===== src/rtl/air_board_ctrl.sv =====
// Board-support block: reset stretch/sync, debounced card detect, SD power
// sequencing with software power-cycle, and heartbeat/status LEDs.
module air_board_ctrl #(
  parameter int RESET_HOLD_CYCLES = 1000,
  parameter int DEBOUNCE_CYCLES   = 500000,
  parameter int PWR_ON_CYCLES     = 2500000,
  parameter int PWR_OFF_CYCLES    = 2500000,
  parameter int HEARTBEAT_CYCLES  = 25000000,
  parameter int LED_NUM           = 2
) (
  input  logic               CLOCK_50,
  input  logic               RESET_N,
  input  logic               SW_CD_N,
  input  logic               sd_off_req,
  output logic               reset_out,
  output logic               SD_PWR_N,
  output logic               sd_ready,
  output logic               card_present,
  output logic               card_event,
  output logic [LED_NUM-1:0] USER_LED
);

  localparam int HOLD_W  = $clog2(RESET_HOLD_CYCLES + 1);
  localparam int DEB_W   = $clog2(DEBOUNCE_CYCLES + 1);
  localparam int PWR_MAX = (PWR_ON_CYCLES > PWR_OFF_CYCLES) ? PWR_ON_CYCLES : PWR_OFF_CYCLES;
  localparam int PWR_W   = $clog2(PWR_MAX + 1);
  localparam int HB_W    = $clog2(HEARTBEAT_CYCLES + 1);
  localparam int QTR     = HEARTBEAT_CYCLES / 4;
  localparam int QTR_W   = $clog2(QTR + 1);

  typedef enum logic [2:0] {S_RST, S_NOCARD, S_PWRUP, S_READY, S_PWROFF} state_t;

  logic [1:0]        rst_sync_reg;
  logic [HOLD_W-1:0] hold_cnt_reg;
  logic              reset_out_reg;
  logic              hold_done;
  logic [1:0]        cd_sync_reg;
  logic [DEB_W-1:0]  deb_cnt_reg;
  logic              card_present_reg;
  logic              card_event_reg;
  logic              cd_sample;
  state_t            state_reg, state_next;
  logic [PWR_W-1:0]  pwr_cnt_reg, pwr_cnt_next;
  logic              sd_pwr_n_reg, sd_pwr_n_next;
  logic              sd_ready_reg, sd_ready_next;
  logic [HB_W-1:0]   presc_reg;
  logic [QTR_W-1:0]  qtr_cnt_reg;
  logic              hb_phase_reg;
  logic              fast_phase_reg;

  // The FSM leaves S_RST on the very edge that releases reset_out.
  assign hold_done = rst_sync_reg[1] && reset_out_reg &&
                     (hold_cnt_reg == HOLD_W'(RESET_HOLD_CYCLES - 1));

  always_ff @(posedge CLOCK_50 or negedge RESET_N) begin
    if (!RESET_N) begin
      rst_sync_reg  <= 2'b00;
      hold_cnt_reg  <= '0;
      reset_out_reg <= 1'b1;
    end else begin
      rst_sync_reg <= {rst_sync_reg[0], 1'b1};
      if (hold_done)
        reset_out_reg <= 1'b0;
      else if (rst_sync_reg[1] && reset_out_reg)
        hold_cnt_reg <= hold_cnt_reg + HOLD_W'(1);
    end
  end

  assign cd_sample = ~cd_sync_reg[1];

  always_ff @(posedge CLOCK_50 or negedge RESET_N) begin
    if (!RESET_N) begin
      cd_sync_reg      <= 2'b11;
      deb_cnt_reg      <= '0;
      card_present_reg <= 1'b0;
      card_event_reg   <= 1'b0;
    end else begin
      cd_sync_reg    <= {cd_sync_reg[0], SW_CD_N};
      card_event_reg <= 1'b0;
      if (cd_sample == card_present_reg) begin
        deb_cnt_reg <= '0;
      end else if (deb_cnt_reg == DEB_W'(DEBOUNCE_CYCLES - 1)) begin
        deb_cnt_reg      <= '0;
        card_present_reg <= ~card_present_reg;
        card_event_reg   <= 1'b1;
      end else begin
        deb_cnt_reg <= deb_cnt_reg + DEB_W'(1);
      end
    end
  end

  always_ff @(posedge CLOCK_50 or negedge RESET_N) begin
    if (!RESET_N) begin
      state_reg    <= S_RST;
      pwr_cnt_reg  <= '0;
      sd_pwr_n_reg <= 1'b1;
      sd_ready_reg <= 1'b0;
    end else begin
      state_reg    <= state_next;
      pwr_cnt_reg  <= pwr_cnt_next;
      sd_pwr_n_reg <= sd_pwr_n_next;
      sd_ready_reg <= sd_ready_next;
    end
  end

  always_comb begin
    state_next   = state_reg;
    pwr_cnt_next = pwr_cnt_reg;
    case (state_reg)
      S_RST:
        if (hold_done) state_next = S_NOCARD;
      S_NOCARD:
        if (card_present_reg) begin
          state_next   = S_PWRUP;
          pwr_cnt_next = PWR_W'(PWR_ON_CYCLES);
        end
      S_PWRUP:
        if (!card_present_reg || sd_off_req) begin
          state_next   = S_PWROFF;
          pwr_cnt_next = PWR_W'(PWR_OFF_CYCLES);
        end else begin
          pwr_cnt_next = pwr_cnt_reg - PWR_W'(1);
          if (pwr_cnt_reg == PWR_W'(1)) state_next = S_READY;
        end
      S_READY:
        if (!card_present_reg || sd_off_req) begin
          state_next   = S_PWROFF;
          pwr_cnt_next = PWR_W'(PWR_OFF_CYCLES);
        end
      S_PWROFF: begin
        // Off time is fixed: neither requests nor card changes shorten it.
        pwr_cnt_next = pwr_cnt_reg - PWR_W'(1);
        if (pwr_cnt_reg == PWR_W'(1)) state_next = S_NOCARD;
      end
      default: state_next = S_RST;
    endcase
  end

  always_comb begin
    sd_pwr_n_next = !((state_next == S_PWRUP) || (state_next == S_READY));
    sd_ready_next = (state_next == S_READY);
  end

  // Prescalers restart at reset release so the blink phase is deterministic.
  always_ff @(posedge CLOCK_50 or negedge RESET_N) begin
    if (!RESET_N) begin
      presc_reg      <= '0;
      qtr_cnt_reg    <= '0;
      hb_phase_reg   <= 1'b0;
      fast_phase_reg <= 1'b0;
    end else if (reset_out_reg) begin
      presc_reg      <= '0;
      qtr_cnt_reg    <= '0;
      hb_phase_reg   <= 1'b0;
      fast_phase_reg <= 1'b0;
    end else begin
      if (presc_reg == HB_W'(HEARTBEAT_CYCLES - 1)) begin
        presc_reg    <= '0;
        hb_phase_reg <= ~hb_phase_reg;
      end else begin
        presc_reg <= presc_reg + HB_W'(1);
      end
      if (qtr_cnt_reg == QTR_W'(QTR - 1)) begin
        qtr_cnt_reg    <= '0;
        fast_phase_reg <= ~fast_phase_reg;
      end else begin
        qtr_cnt_reg <= qtr_cnt_reg + QTR_W'(1);
      end
    end
  end

  genvar gi;
  generate
    for (gi = 0; gi < LED_NUM; gi++) begin : g_led
      if (gi == 0) begin : g_hb
        assign USER_LED[gi] = hb_phase_reg & ~reset_out_reg;
      end else if (gi == 1) begin : g_status
        assign USER_LED[gi] = (state_reg == S_READY) ||
                              ((state_reg == S_PWRUP) && fast_phase_reg);
      end else begin : g_off
        assign USER_LED[gi] = 1'b0;
      end
    end
  endgenerate

  assign reset_out    = reset_out_reg;
  assign SD_PWR_N     = sd_pwr_n_reg;
  assign sd_ready     = sd_ready_reg;
  assign card_present = card_present_reg;
  assign card_event   = card_event_reg;

endmodule


===== config.mk =====
export PLATFORM = sky130hd
export DESIGN_NAME = air_board_ctrl
export DESIGN_NICKNAME = d
export VERILOG_FILES = /design/src/rtl/air_board_ctrl.sv
export SDC_FILE = /design/constraint.sdc
export NUM_CORES = 1
export LEC_CHECK = 0
export ABC_AREA = 0
export CAP_MARGIN = 10
export CORE_UTILIZATION = 25
export CTS_CLUSTER_DIAMETER = 60
export DETAILED_ROUTE_END_ITERATION = 8
export GPL_ROUTABILITY_DRIVEN = 0
export PLACE_DENSITY_LB_ADDON = 0.3
export SLEW_MARGIN = 20
export SYNTH_ARGS = -nofsm -noshare
export SYNTH_HDL_FRONTEND = slang
export SYNTH_SLANG_ARGS = --single-unit

===== constraint.sdc =====
create_clock -name CLOCK_50 -period 2.6 [get_ports CLOCK_50]
set_input_delay 0.65 -clock CLOCK_50 [delete_from_list [all_inputs] [get_ports CLOCK_50]]
set_output_delay 0.65 -clock CLOCK_50 [all_outputs]
set_load 0.05 [all_outputs]

# Word level (Yosys, flattened, before mapping)
# Index checks and enable logic that the tools add are counted.
dict set report totals {
  wordCells 80
  out_inout_bits 7
  inputBits 4
  regBits 113
}
dict set report op_classes {
  bitwise 8
  add_sub_neg 5
  reduce_logical 15
  mux 23
  n_eq_ne 14
}
# op n
set op_table {}
lappend op_table {{22-bit one-hot mux with 4 select lines} 1}
lappend op_table {{22-bit two-way mux} 3}
lappend op_table {{25-bit two-way mux} 2}
lappend op_table {{23-bit two-way mux} 2}
lappend op_table {{19-bit two-way mux} 2}
lappend op_table {{25-bit by 1-bit adder with 25-bit output (second input constant)} 1}
lappend op_table {{25-bit == test (second input constant)} 1}
lappend op_table {{23-bit by 1-bit adder with 23-bit output (second input constant)} 1}
lappend op_table {{23-bit == test (second input constant)} 1}
lappend op_table {{22-bit by 1-bit == test with 1-bit output (second input constant)} 1}
lappend op_table {{22-bit by 1-bit subtractor with 22-bit output (second input constant)} 1}
lappend op_table {{19-bit by 1-bit adder with 19-bit output (second input constant)} 1}
lappend op_table {{19-bit == test (second input constant)} 1}
lappend op_table {{3-bit two-way mux} 6}
lappend op_table {{3-bit one-hot mux with 5 select lines} 1}
lappend op_table {{3-bit by 2-bit == test with 1-bit output (second input constant)} 4}
lappend op_table {{10-bit by 1-bit adder with 10-bit output (second input constant)} 1}
lappend op_table {{10-bit == test (second input constant)} 1}
lappend op_table {{1-bit inverter} 7}
lappend op_table {{1-bit two-way mux} 6}
lappend op_table {{2-bit inequality test (second input constant)} 2}
lappend op_table {{2-bit AND reduction} 2}
lappend op_table {{2-bit nonzero test} 2}
lappend op_table {{4-bit nonzero test} 1}
lappend op_table {{other kinds (9)} 14}

# Longest topological paths before layout
# Gate-level depths: netlist (run 1).
dict set report depth {
  ltp_word 7
  ltp_mapped 8
  depth_no_buf 6
}

# Worst setup path before layout (run 1)
# Ideal clock, no wire load.
dict set report synth_path {
  path_kind {register to register}
  startpoint {reg pwr_cnt_reg[0]}
  endpoint {reg pwr_cnt_reg[14]}
  setup_ns 0.078
  t_arrival_ns 2.227
  n_path_buf 2
  t_required_ns 2.522
  slack_ns 0.295
  stages_incl_launch_ff 9
  period_less_slack_ns 2.305
  cell_sequence {dfrtp_1 > inv_1 > ha_1 > or3b_2 > clkbuf_1 > or3_1 > buf_2 > or4_1 > a21oi_1}
}
dict set report synth_between {
  elab_chain_len 3
}
# element line
set synth_rtl {}
lappend synth_rtl {{start: declaration} 43} ;# logic [PWR_W-1:0] pwr_cnt_reg, pwr_cnt_next;
lappend synth_rtl {{start signal: assignment} 100} ;# pwr_cnt_reg <= pwr_cnt_next;
lappend synth_rtl {{22-bit by 1-bit subtractor with 22-bit output *} {122, 132}}
lappend synth_rtl {{22-bit two-way mux} 118} ;# if (!card_present_reg || sd_off_req) begin
lappend synth_rtl {{22-bit one-hot mux with 4 select lines *} 109} ;# case (state_reg)
# Every way passes the cells marked *; elsewhere a longest branch is shown, timed or not.
# A chain may end at the register's enable or synchronous reset.

# Worst setup path in the final report (run 1)
dict set report layout_path {
  startpoint {reg reset_out_reg, in the netlist reset_out}
  endpoint {out reset_out}
}
# element line
set layout_lines {}
lappend layout_lines {{start: declaration} 35} ;# logic reset_out_reg;
lappend layout_lines {{start signal: assignment} 59} ;# reset_out_reg <= 1'b1;
lappend layout_lines {{start signal: assignment} 63} ;# reset_out_reg <= 1'b0;
lappend layout_lines {{end: declaration} 15} ;# output logic reset_out,
# No word-level cell between the ends.

==> flow_summary.yaml, run 1 <==
final_layout:
  finalNonFillerCells: 889
  fillCellCount: 2252
  final_common_cell: "dfrtp_1"
  n_antenna_cell: 0
  largest_reg_flops: 25
  final_cell_mix: "109 x dfrtp_1, 64 x nor2_1, 35 x a21oi_1, 32 x o21ai_0, 30 x nand3_1"
  multiInputGateArea_um2: 2660
  fin_nets: 606
  drive_gt1_share_pct: 11.2
  area_delta_synth_final_pct: 19.9
  regArea_um2: 2830
  fin_util_pct: 30.7
floorplan:
  rows: 54
  start_util_pct: 25.6
  io_pins: 11
  core_um2: 22000
  die_area_um2: 23100
  dieHeight_um: 152
  dieWidth_um: 152
status:
  status: "finished, violations left"
  violations: "design-rule violations"
power:
  ir_drop_mv: 0.355
  p_leak_uw: 0.00269
  total_power_uw: 4300
  power-per-cell-area_nw_per_um2: 637
worst_setup_path:
  path_buf_inv: 1
  crit_chain: "clkdlybuf4s50_1"
  crit_family: "buffers and inverters"
  arrival_ns: 1.86
  crit_path_max_fanout: 7
  critPathLaunchType: "register"
  required_ns: 1.95
  cp_slowest_cell: "clkdlybuf4s50_1"
  crit_type: "reg -> out"
  end_kind: "output pin"
  slowest_delay_ns: 0.83
grt:
  grt_overflow_total: 0
  grt_use_total_pct: 11.4
  antenna_found_initial: 0
  grt_max_degree: 74
  grt_pass1_vias: 4556
  grt_pass1_wl_mm: 21.5
yosys:
  yosys_register_bits: 113
  syn_nets: 582
  syn_area_per_cell_um2: 9.83
  synth_xor_xnor_area_share_pct: 7.32
  ys_seq_area_share_pct: 50.4
  synth_top_family_by_area: "simple AND/OR/NAND/NOR gates"
  synth_compound_area_share_pct: 11.1
  synthAdderAreaFrac_pct: 1.34
  synth_area_leaders: "dfrtp_1 49%, nor2_1 4.3%, xor2_1 4.1%, xnor2_1 3.3%, a21oi_1 3.1%"
  synth_cell_types: 54
  synth_top_area_share_pct: 48.5
  synthSimpleGateAreaFrac_pct: 26.3
  yosysTopAreaCell: "dfrtp_1"
  netlist_instances: 572
  ys.flop_type: "dfrtp_1"
  yosys_warnings: 0
  synth.cell_area_um2: 5620
  synth_edf_count: 0
  muxShareOfSynthArea_pct: 1.11
  async_flop_share_pct: 100
clock_network:
  numCtsBuffers: 17
  cts.reportedPaths.clkPinSlew_ns: 0.06
  insertion_delay_ns: 0.42
  cts_tree: "done"
  clock_path_buffers: 2
  cts_setup_buffers: 0
  cts-htree-levels: 4
  cts_root_buf: "clkbuf_16"
  cts_sinks: 113
placement:
  place_inst: 857
  io_buffers: 10
  place_hpwl_mm: 8.08
sta:
  fin_crit_ns: 2.51
  rsz0062_at_grt: "false"
  fin_tns_setup_ns: 0
  worstMarginPinSlew_ns: 0.525
  clock_skew_ns: 0.0106
  max_freq_ghz: 0.399
  slew_violations: 0
  period_share_pct: 96.5
  finalSetupViolCount: 0
  hold_viol: 0
  relSlewSlack_pct: 64.9
run:
  maxCapViolations: 0
detailed_routing:
  postRouteAntennaNets: 0
  first_iter_violations: 247
  drcViolationCount: 1
  routedWlPerCell_um: 13.5
  drt_first_pass_iters: 6
  wl_mm: 12.0
  vias_per_cell: 4.96
  vias: 4407
min_path:
  hold_path_class: "in -> async"
-- cell families (layout without fill, tap and decap cells) --
| family | count (synthesis) | after routing |
|---|---|---|
| XOR/XNOR | 47 | 47 |
| AO/OA/AOI/OAI | 105 | 105 |
| buffers and inverters | 33 | 70 |
| multiplexers | 6 | 6 |
| other | 1 | 1 |
| flip-flops | 113 | 113 |
| adder cells (fa/ha/maj) | 6 | 6 |
| AND/OR/NAND/NOR | 261 | 261 |
-- per-stage QoR --
step	instance area [µm²]	hold slack (ns)	setup slack (ns)
5_1_grt	6740	0.0299	0.0348
6_report	6740	0.0497	0.0911
2_1_floorplan	5620	0.331	0.295
3_3_place_gp	6120	0.335	0.0733
3_5_place_dp	6120	0.335	0.0449
4_1_cts	6740	0.0344	0.0531
-- report_power, final --
group	switching (µW)	internal (µW)
combinational	44.2	14.6
clock	838	1630
sequential	5.51	1770
-- area by class of cell --
| type | instances | share of cell area, % |
|---|---|---|
| timing repair buffer | 26 | 3.36 |
| multi-input combinational | 426 | 39.5 |
| sequential | 113 | 42.0 |
| inverter | 12 | 0.668 |
| clock buffer | 19 | 6.57 |
| tap | 280 | 5.20 |
| clock inverter | 13 | 2.73 |
-- layer usage --
layer,vias up,GRT usage [%],wire length (µm)
met5,-,0,0
met4,0,5.10,148
met3,11,3.11,298
met2,36,18.5,5690
met1,2202,14.3,5860
li1,2158,-,-
-- cells in the mapped netlist (3+ instances only) --
| library cell | count |
|---|---|
| a21o_1 | 4 |
| a21oi_1 | 35 |
| a31oi_1 | 4 |
| and2_1 | 4 |
| and3_1 | 5 |
| and4_1 | 14 |
| clkbuf_1 | 19 |
| dfrtp_1 | 109 |
| dfstp_2 | 4 |
| ha_1 | 6 |
| inv_1 | 12 |
| mux2i_1 | 4 |
| nand2_1 | 27 |
| nand2b_1 | 6 |
| nand3_1 | 30 |
| nand4_1 | 22 |
| nor2_1 | 64 |
| nor2b_1 | 3 |
| nor3_1 | 11 |
| nor4_1 | 12 |
| nor4bb_1 | 4 |
| o21ai_0 | 32 |
| o31ai_1 | 14 |
| o41ai_1 | 3 |
| or3_1 | 27 |
| or4_1 | 16 |
| or4b_2 | 4 |
| xnor2_1 | 21 |
| xor2_1 | 26 |
-- path summary, 6_finish.rpt --
kind | startpoint | end | slack [ns] | cells after the start
max in group asynchronous | RESET_N | SD_PWR_N$_DFF_PN1_ | 1.87 | 2
setup reg to reg | pwr_cnt_reg[0]$_DFFE_PN0P_ | pwr_cnt_reg[12]$_DFFE_PN0P_ | 0.25 | 6
hold reg to reg | rst_sync_reg[0]$_DFF_PN0_ | rst_sync_reg[1]$_DFF_PN0_ | 0.35 | 0
setup / recovery | reset_out$_DFFE_PN1P_ | reset_out | 0.09 | 1
hold / removal | RESET_N | pwr_cnt_reg[9]$_DFFE_PN0P_ | 0.05 | 1
min in group CLOCK_50 | rst_sync_reg[0]$_DFF_PN0_ | rst_sync_reg[1]$_DFF_PN0_ | 0.35 | 0
-- timing repair --
action | CTS | global route
resized for setup | 1 | 0
setup endpoints to repair | 1 | 0
hold buffers | 0 | 0
(Power assumes the default switching activity.)
==> inputs of run 2 (changes only) <==
--- a/config.mk
+++ b/config.mk
@@ -8,9 +8,10 @@
 export ABC_AREA = 0
 export CAP_MARGIN = 10
+export CORE_MARGIN = 2
 export CORE_UTILIZATION = 25
 export CTS_CLUSTER_DIAMETER = 60
 export DETAILED_ROUTE_END_ITERATION = 8
 export GPL_ROUTABILITY_DRIVEN = 0
-export PLACE_DENSITY_LB_ADDON = 0.3
+export PLACE_DENSITY = 0.42
 export SLEW_MARGIN = 20
 export SYNTH_ARGS = -nofsm -noshare
==> constraint.sdc (replaced) <==
create_clock -name CLOCK_50 -period 2.6 [get_ports CLOCK_50]
set_input_delay 0.26 -clock CLOCK_50 [delete_from_list [all_inputs] [get_ports CLOCK_50]]
set_output_delay 0.26 -clock CLOCK_50 [all_outputs]
set_load 0.05 [all_outputs]
==> run 2 against run 1 <==
The flow now finishes without violations; setup slack improved by 0.20 ns; highest routed layer unchanged; combinational power is 0.7% higher; non-clock buffer count shrank 5; sequential cell count unchanged; critical path depth grew 3; largest cell class unchanged.
==> flow_summary.yaml, run 2 (synthesized netlist as in run 1, its figures left out) <==
worst_setup_path:
  crit_family: "simple AND/OR/NAND/NOR gates"
  arrival_ns: 2.63
  slowest_delay_ns: 0.61
  crit_type: "reg -> reg"
  end_kind: "register"
  cp_slowest_cell: "or4_4"
  required_ns: 2.93
  crit_path_max_fanout: 9
  r2r_slack_ns: 0.29
  path_buf_inv: 0
  critPathLaunchType: "register"
  crit_chain: "or4_4 > or4_4 > or4_1 > a21oi_1"
  crit_top_cell: "or4_4"
sta:
  hold_viol: 0
  relSlewSlack_pct: 58.4
  rsz0062_at_grt: "false"
  max_freq_ghz: 0.434
  fin_tns_setup_ns: 0
  slew_violations: 0
  period_share_pct: 88.7
  finalSetupViolCount: 0
  fin_crit_ns: 2.31
  whs_ns: 0.245
  clock_skew_ns: 0.00825
  worstMarginPinSlew_ns: 0.618
clock_network:
  cts_tree: "done"
  cts_setup_buffers: 0
  numCtsBuffers: 17
  clock_path_buffers: 2
  cts.reportedPaths.clkPinSlew_ns: 0.05
  cts_sinks: 113
  insertion_delay_ns: 0.41
  cts_root_buf: "clkbuf_16"
  cts-htree-levels: 4
final_layout:
  final_cell_mix: "109 x dfrtp_1, 64 x nor2_1, 35 x a21oi_1, 32 x o21ai_0, 30 x nand3_1"
  fin_nets: 601
  multiInputGateArea_um2: 2660
  area_delta_synth_final_pct: 18.4
  regArea_um2: 2830
  n_antenna_cell: 0
  fin_util_pct: 30.3
  fillCellCount: 2220
  drive_gt1_share_pct: 9.62
  final_common_cell: "dfrtp_1"
  largest_reg_flops: 25
  finalNonFillerCells: 883
grt:
  grt_use_total_pct: 11.0
  grt_max_degree: 72
  grt_pass1_wl_mm: 21.2
  grt_overflow_total: 0
  antenna_found_initial: 0
  grt_pass1_vias: 4410
floorplan:
  start_util_pct: 25.6
  core_um2: 22000
  die_area_um2: 23700
  dieHeight_um: 154
  dieWidth_um: 154
  io_pins: 11
  rows: 54
min_path:
  hold_path_class: "in -> async"
detailed_routing:
  first_iter_violations: 209
  routedWlPerCell_um: 13.7
  postRouteAntennaNets: 0
  wl_mm: 12.1
  drcViolationCount: 0
  vias_per_cell: 4.92
  drt_first_pass_iters: 4
  vias: 4345
run:
  maxCapViolations: 0
power:
  ir_drop_mv: 0.266
  p_leak_uw: 0.00265
  power-per-cell-area_nw_per_um2: 610
placement:
  place_hpwl_mm: 8.04
  place_inst: 851
  io_buffers: 10
status:
  status: "complete, no violations"
[run 2: cell types whose count changed in the layout (fill, tap and decap cells not counted), moves of 2 or more]
cell             change
clkbuf_8             +5
bufinv_16            -3
clkinv_4             -2
clkdlybuf4s50_1      +2
clkinvlp_4           -3
clkbuf_1             +2
buf_4                -7
[run 2: power breakdown]
part           total [µW]  switching, µW  internal, µW
Combinational        59.2           44.6          14.6
Sequential           1780           5.84          1770
Clock                2220            769          1450
[run 2: worst paths after layout]
path / cells after the start / end / from
worst max register to register: 4 / pwr_cnt_reg[16]$_DFFE_PN0P_ / pwr_cnt_reg[5]$_DFFE_PN0P_
worst min register to register: 0 / cd_sync_reg[1]$_DFF_PN1_ / cd_sync_reg[0]$_DFF_PN1_
worst max-delay path: 4 / pwr_cnt_reg[16]$_DFFE_PN0P_ / pwr_cnt_reg[5]$_DFFE_PN0P_
max in group asynchronous: 3 / cd_sync_reg[1]$_DFF_PN1_ / RESET_N
worst min-delay path: 2 / qtr_cnt_reg[20]$_DFF_PN0_ / RESET_N
min in group CLOCK_50: 1 / cd_sync_reg[0]$_DFF_PN1_ / SW_CD_N
[run 2: routing by layer]
layer,up-vias,track usage (%),wire (µm)
met5,-,0,0
met4,0,4.01,128
li1,2148,-,-
met3,8,3.04,232
met2,25,18.4,6000
met1,2164,13.6,5710
[run 2: per-stage QoR]
| stage | worst slack [ns] | total power [µW] | area (µm²) |
|---|---|---|---|
| floorplan | 0.295 | 1810 | 5620 |
| global placement | 0.334 | 1870 | 6070 |
| detailed placement | 0.281 | 1870 | 6070 |
| CTS | 0.274 | 4120 | 6650 |
| global route | 0.178 | 4210 | 6650 |
| finish | 0.294 | 4060 | 6650 |
[run 2: final cells by class]
type / count / area share [%]
clock buffer: 26 / 7.81
timing repair buffer: 21 / 2.93
inverter: 12 / 0.677
multi-input combinational: 426 / 40.0
tap: 280 / 5.27
sequential: 113 / 42.6
clock inverter: 5 / 0.752
[run 2: repair_timing]
item / in CTS / in global routing
gates resized for setup: 0 / 0
hold buffers: 1 / 0
endpoints found under the hold margin: 10 / 0
